[src/rtl/ssd_scan_scheduler.sv]
// Four-digit multiplexed seven-segment scan scheduler with blanking dead time,
// double-buffered frame data and leading-zero suppression.
module ssd_scan_scheduler #(
   parameter int unsigned DWELL_CYCLES = 100000,
   parameter int unsigned BLANK_CYCLES = 1000
) (
   input  logic        clk,
   input  logic        rst_n,
   input  logic        en,
   input  logic        lz_en,
   input  logic        load_valid,
   input  logic [19:0] load_data,
   output logic        load_ready,
   output logic [3:0]  anode,
   output logic [6:0]  segOut,
   output logic        frame_done
);

   localparam int unsigned MaxCyc = (DWELL_CYCLES > BLANK_CYCLES) ? DWELL_CYCLES : BLANK_CYCLES;
   localparam int unsigned CntW   = (MaxCyc > 2) ? $clog2(MaxCyc) : 1;
   localparam logic [CntW-1:0] BlankLast = CntW'(BLANK_CYCLES - 1);
   localparam logic [CntW-1:0] DwellLast = CntW'(DWELL_CYCLES - 1);
   localparam logic [19:0]     AllBlank  = {4{5'd16}};

   typedef enum logic [1:0] {StIdle, StBlank, StDrive} state_e;

   state_e          state_q, state_d;
   logic [1:0]      d_q, d_d;
   logic [CntW-1:0] cnt_q, cnt_d;
   logic [19:0]     active_q, active_d;
   logic [19:0]     pend_q, pend_d;
   logic            pend_valid_q, pend_valid_d;
   logic [3:0]      anode_d;
   logic [6:0]      seg_d;
   logic            frame_done_d;
   logic            boundary;
   logic            xfer;
   logic [4:0]      code [4];
   logic [3:0]      sup;

   function automatic logic [6:0] seg_decode(input logic [4:0] c);
      logic [6:0] s;
      case (c)
         5'd0:    s = 7'b1000000;
         5'd1:    s = 7'b1111001;
         5'd2:    s = 7'b0100100;
         5'd3:    s = 7'b0110000;
         5'd4:    s = 7'b0011001;
         5'd5:    s = 7'b0010010;
         5'd6:    s = 7'b0000010;
         5'd7:    s = 7'b1111000;
         5'd8:    s = 7'b0000000;
         5'd9:    s = 7'b0010000;
         5'd10:   s = 7'b0001000;
         5'd11:   s = 7'b0000011;
         5'd12:   s = 7'b1000110;
         5'd13:   s = 7'b0100001;
         5'd14:   s = 7'b0000110;
         5'd15:   s = 7'b0001110;
         5'd17:   s = 7'b0111111;
         default: s = 7'b1111111;
      endcase
      return s;
   endfunction

   // Scan sequencing; boundary marks the DRIVE d=3 -> BLANK d=0 transition.
   always_comb begin
      state_d  = state_q;
      d_d      = d_q;
      cnt_d    = cnt_q;
      boundary = 1'b0;
      if (!en) begin
         state_d = StIdle;
         d_d     = 2'd0;
         cnt_d   = '0;
      end else begin
         unique case (state_q)
            StIdle: begin
               state_d = StBlank;
               d_d     = 2'd0;
               cnt_d   = '0;
            end
            StBlank: begin
               if (cnt_q == BlankLast) begin
                  state_d = StDrive;
                  cnt_d   = '0;
               end else begin
                  cnt_d = cnt_q + 1'b1;
               end
            end
            StDrive: begin
               if (cnt_q == DwellLast) begin
                  state_d  = StBlank;
                  cnt_d    = '0;
                  d_d      = d_q + 2'd1;
                  boundary = (d_q == 2'd3);
               end else begin
                  cnt_d = cnt_q + 1'b1;
               end
            end
            default: state_d = StIdle;
         endcase
      end
   end

   // Transfer needs a full pending buffer and a load needs an empty one, so both never coincide.
   always_comb begin
      xfer         = pend_valid_q && (boundary || (state_q == StIdle));
      active_d     = xfer ? pend_q : active_q;
      pend_d       = pend_q;
      pend_valid_d = pend_valid_q;
      if (xfer) begin
         pend_valid_d = 1'b0;
      end else if (load_valid && !pend_valid_q) begin
         pend_d       = load_data;
         pend_valid_d = 1'b1;
      end
   end

   // Outputs are computed from next-state values so they update on the same edge as the state.
   always_comb begin
      for (int k = 0; k < 4; k++) begin
         code[k] = active_d[5*k +: 5];
      end
      sup[3] = lz_en && (code[3] == 5'd0);
      sup[2] = sup[3] && (code[2] == 5'd0);
      sup[1] = sup[2] && (code[1] == 5'd0);
      sup[0] = 1'b0;

      anode_d = 4'b1111;
      seg_d   = 7'b1111111;
      if (state_d != StIdle) begin
         seg_d = sup[d_d] ? 7'b1111111 : seg_decode(code[d_d]);
      end
      if (state_d == StDrive) begin
         anode_d = ~(4'b0001 << d_d);
      end
      frame_done_d = (state_d == StDrive) && (d_d == 2'd3) && (cnt_d == DwellLast);
   end

   always_ff @(posedge clk or negedge rst_n) begin
      if (!rst_n) begin
         state_q      <= StIdle;
         d_q          <= 2'd0;
         cnt_q        <= '0;
         active_q     <= AllBlank;
         pend_q       <= '0;
         pend_valid_q <= 1'b0;
         anode        <= 4'b1111;
         segOut       <= 7'b1111111;
         frame_done   <= 1'b0;
      end else begin
         state_q      <= state_d;
         d_q          <= d_d;
         cnt_q        <= cnt_d;
         active_q     <= active_d;
         pend_q       <= pend_d;
         pend_valid_q <= pend_valid_d;
         anode        <= anode_d;
         segOut       <= seg_d;
         frame_done   <= frame_done_d;
      end
   end

   assign load_ready = !pend_valid_q;

endmodule

[config.mk]
export PLATFORM = sky130hd
export DESIGN_NAME = ssd_scan_scheduler
export DESIGN_NICKNAME = d
export VERILOG_FILES = /design/src/rtl/ssd_scan_scheduler.sv
export SDC_FILE = /design/constraint.sdc
export NUM_CORES = 1
export LEC_CHECK = 0
export CAP_MARGIN = 15
export CORE_MARGIN = 5
export CORE_UTILIZATION = 50
export DETAILED_ROUTE_END_ITERATION = 10
export GPL_TIMING_DRIVEN = 0
export PLACE_DENSITY = 0.81
export SLEW_MARGIN = 30
export SYNTH_ARGS = -nofsm -noshare
export SYNTH_HDL_FRONTEND = slang
export SYNTH_SLANG_ARGS = --single-unit
[constraint.sdc]
create_clock -name clk -period 4 [get_ports clk]
set_input_delay 0.8 -clock clk [delete_from_list [all_inputs] [get_ports clk]]
set_output_delay 0.8 -clock clk [all_outputs]
set_load 0.02 [all_outputs]
==> results.ini, run 1 <==
[setup_path]
r2r_end=segOut[0]
r2r_slack_ns=0.11
reg2reg_depth=14
path_max_fanout=10
r2r-start=cnt_q[12]
crit_type=flop to flop
cp-end-kind=flop
worstPathRequired_ns=4.28
start_kind=flop
cp-startpoint=cnt_q[12]
cp.arrival_ns=4.17

[power]
combPwrFrac_pct=27.6
netSwitchingPower_uw=729.6
power_uw=2445
seqPwrFrac_pct=42.8
swShare_pct=29.84
ir_drop_mv=0.2933
p_int_uw=1715
p_leak_uw=0.001912
p_per_area_nw_per_um2=531.9
p_clk_share_pct=29.6

[detailed_routing]
vias_per_cell=5.612
ant_nets=0
drt-initial-drc-count=132
drt-pass1-iter-count=5
totalWireLength_um=8235
wl_per_cell_um=16.74
vias=2761
drc=0

[placement]
gp_congestion=0.8841
pre_cts_ws_ns=0.01456
port_buffers=36
hpwl_um=5905
placed_area_um2=4288

[floorplan]
row_count=31
die_h_um=96.93
start_util_pct=51.82
ios=38
core_area_um2=7292
dieArea_um2=9395
die_x_um=96.93

[yosys]
yosys-top-cells-area=dfrtp_1 39%, dfstp_2 10%, mux2_2 8.3%
synth_edf_count=0
synthTopCellsByCount=59 x dfrtp_1, 28 x mux2_2, 26 x nand2_1, 23 x nor2_1, 19 x nand3_1
synth_cell_types=60
syn_area_um2=3779
synth_ff_type=dfrtp_1
yosysWarningCount=0
syn_avg_cell_area_um2=11.28
syn_inst=335
synth_top_area_share_pct=39.07
synth.yosys.seq_area_share_pct=49.50
yosysMostFrequentCell=dfrtp_1
synth.largest_area_cell=dfrtp_1
async_flop_share_pct=100.0
ys_ff_latch=74
syn-num-nets=367

[cts]
cts_root_buffer=clkbuf_8
ctsHoldBuffers=0
htree_num_levels=3
clock-sinks=74
clk_latency_ns=0.35
clock_path_buffers=2
cts_tree=yes
clk_pin_slew_ns=0.08
numCtsBuffers=9

[timing]
worst_pin_slew_ns=0.6354
finalSetupViolations=0
hold_violations=0
worst_slack_ns=0.1143
post-route-min-period_ns=3.886
slew_viol_final=0
finClkSkew_ns=0.009135
slew_headroom_pct=57.55
finalCritPeriodShare_pct=97.14
timing.fmax_ghz=0.2574

[global_routing]
grt_pass1_vias=2921
grt_antenna_before_repair=0
grt_overflow=0
grt_max_degree=52
grt_pass1_wl_um=14280
grtUsageTotal_pct=18.63

[job]
maxCapViolCount=0

[worst_hold_path]
min_path_type=input pin to asynchronous set/reset pin

[layout]
n_antenna_cell=0
nets=420
layout-drive-gt1-share_pct=24.17
area_growth_syn_to_layout_pct=21.62
final_area_um2=4596

[outcome]
outcome=finished, final reports clean

final cells by class:
type	count	area [µm²]
Multi-Input combinational cell	231	1780
Timing Repair Buffer	42	422.9
Tap cell	99	123.9
Buffer	14	88.84
Inverter	16	60.06
Clock buffer	9	123.9
Clock inverter	7	125.1
Fill cell	619	2696
Sequential cell	74	1871
worst max path at each step:
stage,slack (ns),endpoint,cells past startpoint
finish,0.11,segOut[0],14
global route,-0.03,segOut[0],14
detailed placement,0.01,segOut[0],11
floorplan,0.36,segOut[0],14
global placement,-0.33,pend_q[3],1
CTS,0.00005,segOut[0],13
registers in the layout, indices dropped and copies added, names as in the netlist:
name          count
pend_valid_q      1
state_q           2
d_q               2
segOut            7
cnt_q            17
anode             4
frame_done        1
active_q         20
pend_q           20
critical path, stage by stage (launching register included):
cell and delay (ns):
dfrtp_1 0.38, buf_6 0.13, or4_4 0.53, or4_4 0.54, o32a_1 0.21, buf_6 0.16
clkbuf_4 0.22, mux2i_2 0.26, nor2_1 0.14, nor4_4 0.38, inv_2 0.11, ha_2 0.22
or3_1 0.37, o221ai_1 0.08, nand2_1 0.08
placed cells by master (no fill, tap or decap), types with 9 or more instances in the layout:
cell	Yosys	layout
nand2_1	26	26
mux2i_1	15	14
clkbuf_8	0	9
nor2_1	23	23
dfrtp_1	59	59
mux2_2	28	28
nand3_1	19	19
nor3_1	10	10
dfstp_2	15	15
inv_1	15	15
clkdlybuf4s50_1	0	35
metrics by stage:
step | utilization (%) | TNS (ns) | std cells | hold WS, ns
global route | 63.02 | -0.02853 | 492 | 0.3568
global placement | 58.46 | -18.87 | 470 | 0.4752
detailed placement | 58.80 | 0 | 471 | 0.4825
CTS | 62.30 | 0 | 487 | 0.3367
finish | 63.02 | 0 | 492 | 0.3396
floorplan | - | 0 | 335 | 0.4635
layer usage:
layer | vias up | wire length [µm] | global-route usage, % | part of all wire, %
met5 | - | 0 | 0 | 0
met4 | 0 | 162 | 8.855 | 2.0
met3 | 21 | 318 | 3.309 | 3.9
met2 | 67 | 4284 | 32.11 | 52
met1 | 1362 | 3470 | 22.49 | 42
li1 | 1311 | - | - | -
power groups by stage:
stage / combinational (µW) / sequential, µW / clock [µW]
2_1_floorplan: 426 / 1060 / 0
3_3_place_gp: 611 / 1040 / 0
3_5_place_dp: 638 / 1050 / 0
4_1_cts: 648 / 1040 / 738
5_1_grt: 743 / 1060 / 769
6_report: 675 / 1050 / 723
logic make-up after synthesis:
logic type | after synthesis | synth area share [%]
compound gates | 43 | 9.570
xor+xnor | 13 | 3.013
fa+ha+maj | 7 | 2.318
buf+inv | 30 | 3.874
flops | 74 | 49.50
mux | 51 | 15.20
simple gates | 117 | 16.52
timing repair:
action / CTS / global route
endpoints found under the setup margin: 1 / 6
buffers inserted: 0 / 5
pin swaps: 1 / 2
resized for setup: 1 / 5
(Power assumes the default switching activity.)
==> run 2, diff against run 1 <==
- ABC_CLOCK_PERIOD_IN_PS: not set -> 4000
==> results of run 2 <==
Final layout, timing and power as in run 1 (identical DEF).
==> run 3, diff against run 2 <==
- CORE_UTILIZATION: 50 -> 57
- PLACE_DENSITY: 0.81 -> 0.9
- TNS_END_PERCENT: not set -> 50
==> run 3 against run 2 <==
  * Via count grew 0.54%
  * Critical path depth decreased by 1
  * Clock power is 2% lower
  * Clock skew up 0.0044 ns
  * Non-clock buffer count decreased by 3
  * Die area fell by 11%
  * First-iteration DRC count grew 27%
  * Cell count decreased by 5.1%
  * Global-route usage rose by 1.7 points
  * Total power down 1.5%
  * Largest power group unchanged
==> results.ini, run 3 (synthesis results as in run 1) <==
[floorplan]
core_area_um2=6386  ; -12%
start_util_pct=59.17  ; +7.4 points
ios=38  ; unchanged
die_x_um=91.42  ; -5.7%
die_h_um=91.42  ; -5.7%
row_count=29  ; -6.5%
dieArea_um2=8358  ; -11%

[layout]
nets=417  ; -0.71%
n_antenna_cell=0  ; unchanged
area_growth_syn_to_layout_pct=19.93
final_cell_mix=59 x dfrtp_1, 35 x clkdlybuf4s50_1, 28 x mux2_2, 26 x nand2_1, 23 x nor2_1
top_regs=active_q: 20 flops, pend_q: 20 flops, cnt_q: 17 flops
layout_commonest_cell=dfrtp_1
layout-drive-gt1-share_pct=22.82  ; -1.4 points

[setup_path]
critPathBufInv=3  ; -1
path_max_fanout=10  ; unchanged
crit_chain=or4b_4 -> or4_4 -> o32a_1 -> buf_6 -> buf_6 -> mux2_4 -> and2_1 -> nor4_4 -> inv_2 -> ha_1 -> or3_1 -> o221ai_1 -> nand2_1
start_kind=flop
worstPathRequired_ns=4.27  ; about the same
crit_path_frequent_cell=buf_6
crit_type=flop to flop
cp-end-kind=flop
reg2reg_depth=13  ; -1
path_depth=13  ; -1
cp.arrival_ns=4.10  ; -0.07 ns
crit_family=simple AND/OR/NAND/NOR gates
cp_slowest_cell=or4_4
slowest_delay_ns=0.59  ; +0.05 ns

[global_routing]
grt_pass1_vias=2839  ; -2.8%
grt_antenna_before_repair=0  ; unchanged
grt_overflow=0  ; unchanged
grtUsageTotal_pct=20.30  ; +1.7 points
grt_max_degree=48  ; -7.7%
grt_pass1_wl_um=13660  ; -4.3%

[timing]
finalCritPeriodShare_pct=95.85  ; -1.3 points
slew_viol_final=0  ; unchanged
worst_slack_ns=0.1661  ; +0.05176 ns
timing.fmax_ghz=0.2608  ; +1.4%
hold_slack_ns=0.3731  ; +0.03351 ns
rsz0062_at_grt=no
finalSetupViolations=0  ; unchanged
post-route-min-period_ns=3.834  ; -0.05176 ns
slew_headroom_pct=57.37  ; -0.18 points
hold_violations=0  ; unchanged
finClkSkew_ns=0.01349  ; +0.004358 ns
worst_pin_slew_ns=0.6381  ; +0.002651 ns

[placement]
hpwl_um=5879  ; -0.44%
pre_cts_ws_ns=0.09098  ; +0.07643 ns
gp_congestion=0.9317  ; +5.4%
port_buffers=36  ; unchanged

[cts]
numCtsBuffers=9  ; unchanged
clk_pin_slew_ns=0.08  ; about the same
clk_latency_ns=0.35  ; about the same
clock-sinks=74  ; unchanged
cts_tree=yes
ctsHoldBuffers=0  ; unchanged
clock_path_buffers=2  ; unchanged
htree_num_levels=3  ; unchanged
cts_root_buffer=clkbuf_8

[worst_hold_path]
min_path_type=input pin to asynchronous set/reset pin

[detailed_routing]
drc=0  ; unchanged
totalWireLength_um=8155  ; -0.97%
vias_per_cell=5.944  ; +5.9%
wl_per_cell_um=17.46  ; +4.3%
drt-initial-drc-count=168  ; +27%
ant_nets=0  ; unchanged
drt-pass1-iter-count=4  ; -1
vias=2776  ; +0.54%

[power]
ir_drop_mv=0.4602  ; +57%
p_leak_uw=0.001902  ; -0.51%
p_per_area_nw_per_um2=531.1  ; -0.16%
power_uw=2407  ; -1.5%

[job]
maxCapViolCount=0  ; unchanged

[outcome]
outcome=finished, final reports clean

-- run 3: what timing repair did --
item | CTS | global route
buffers inserted | 0 | 2
gates resized for setup | 0 | 3
setup endpoints to repair | 0 | 5
-- run 3: power by group --
| group | switching (µW) | internal [µW] | leakage (µW) |
|---|---|---|---|
| clock network | 289 | 418 | 0.000117 |
| logic | 321 | 332 | 0.000892 |
| registers | 99.7 | 946 | 0.000894 |
-- run 3: final timing paths --
| check | slack, ns | to | from |
|---|---|---|---|
| max in group asynchronous | 3.01 | active_q[4] | rst_n |
| min in group clk | 0.50 | active_q[1] | active_q[1] |
| max | 0.17 | segOut[0] | cnt_q[5] |
| min reg2reg | 0.50 | active_q[1] | active_q[1] |
| min | 0.37 | cnt_q[13] | rst_n |
| max reg2reg | 0.17 | segOut[0] | cnt_q[5] |
-- run 3: worst reg2reg max path, stage by stage (launching register included) --
cell,delay (ns)
dfrtp_1,0.44
or4b_4,0.56
or4_4,0.59
o32a_1,0.21
buf_6,0.16
buf_6,0.16
mux2_4,0.31
and2_1,0.16
nor4_4,0.31
inv_2,0.10
ha_1,0.25
or3_1,0.37
o221ai_1,0.07
nand2_1,0.08
-- run 3: area by class of cell --
cell class | count | area [µm²]
Clock buffer | 10 | 127.6
Tap cell | 77 | 96.34
Buffer | 14 | 86.33
Inverter | 16 | 60.06
Clock inverter | 6 | 115.1
Multi-Input combinational cell | 231 | 1775
Timing Repair Buffer | 39 | 400.4
Sequential cell | 74 | 1871
Fill cell | 452 | 1854
-- run 3: metrics by stage --
stage	area (µm²)	util (%)	TNS [ns]	instances
CTS	4503	70.51	0	465
global placement	4235	66.32	-15.23	448
detailed placement	4260	66.71	0	449
global route	4532	70.96	0	467
finish	4532	70.96	0	467
floorplan	3779	-	0	335
-- run 3: metal layers --
metal	track usage, %	share of wire (%)	vias to the layer above
li1	-	-	1304
met3	3.884	4.7	22
met5	0	0	-
met4	10.02	2.5	0
met2	33.95	51	87
met1	25.01	41	1363
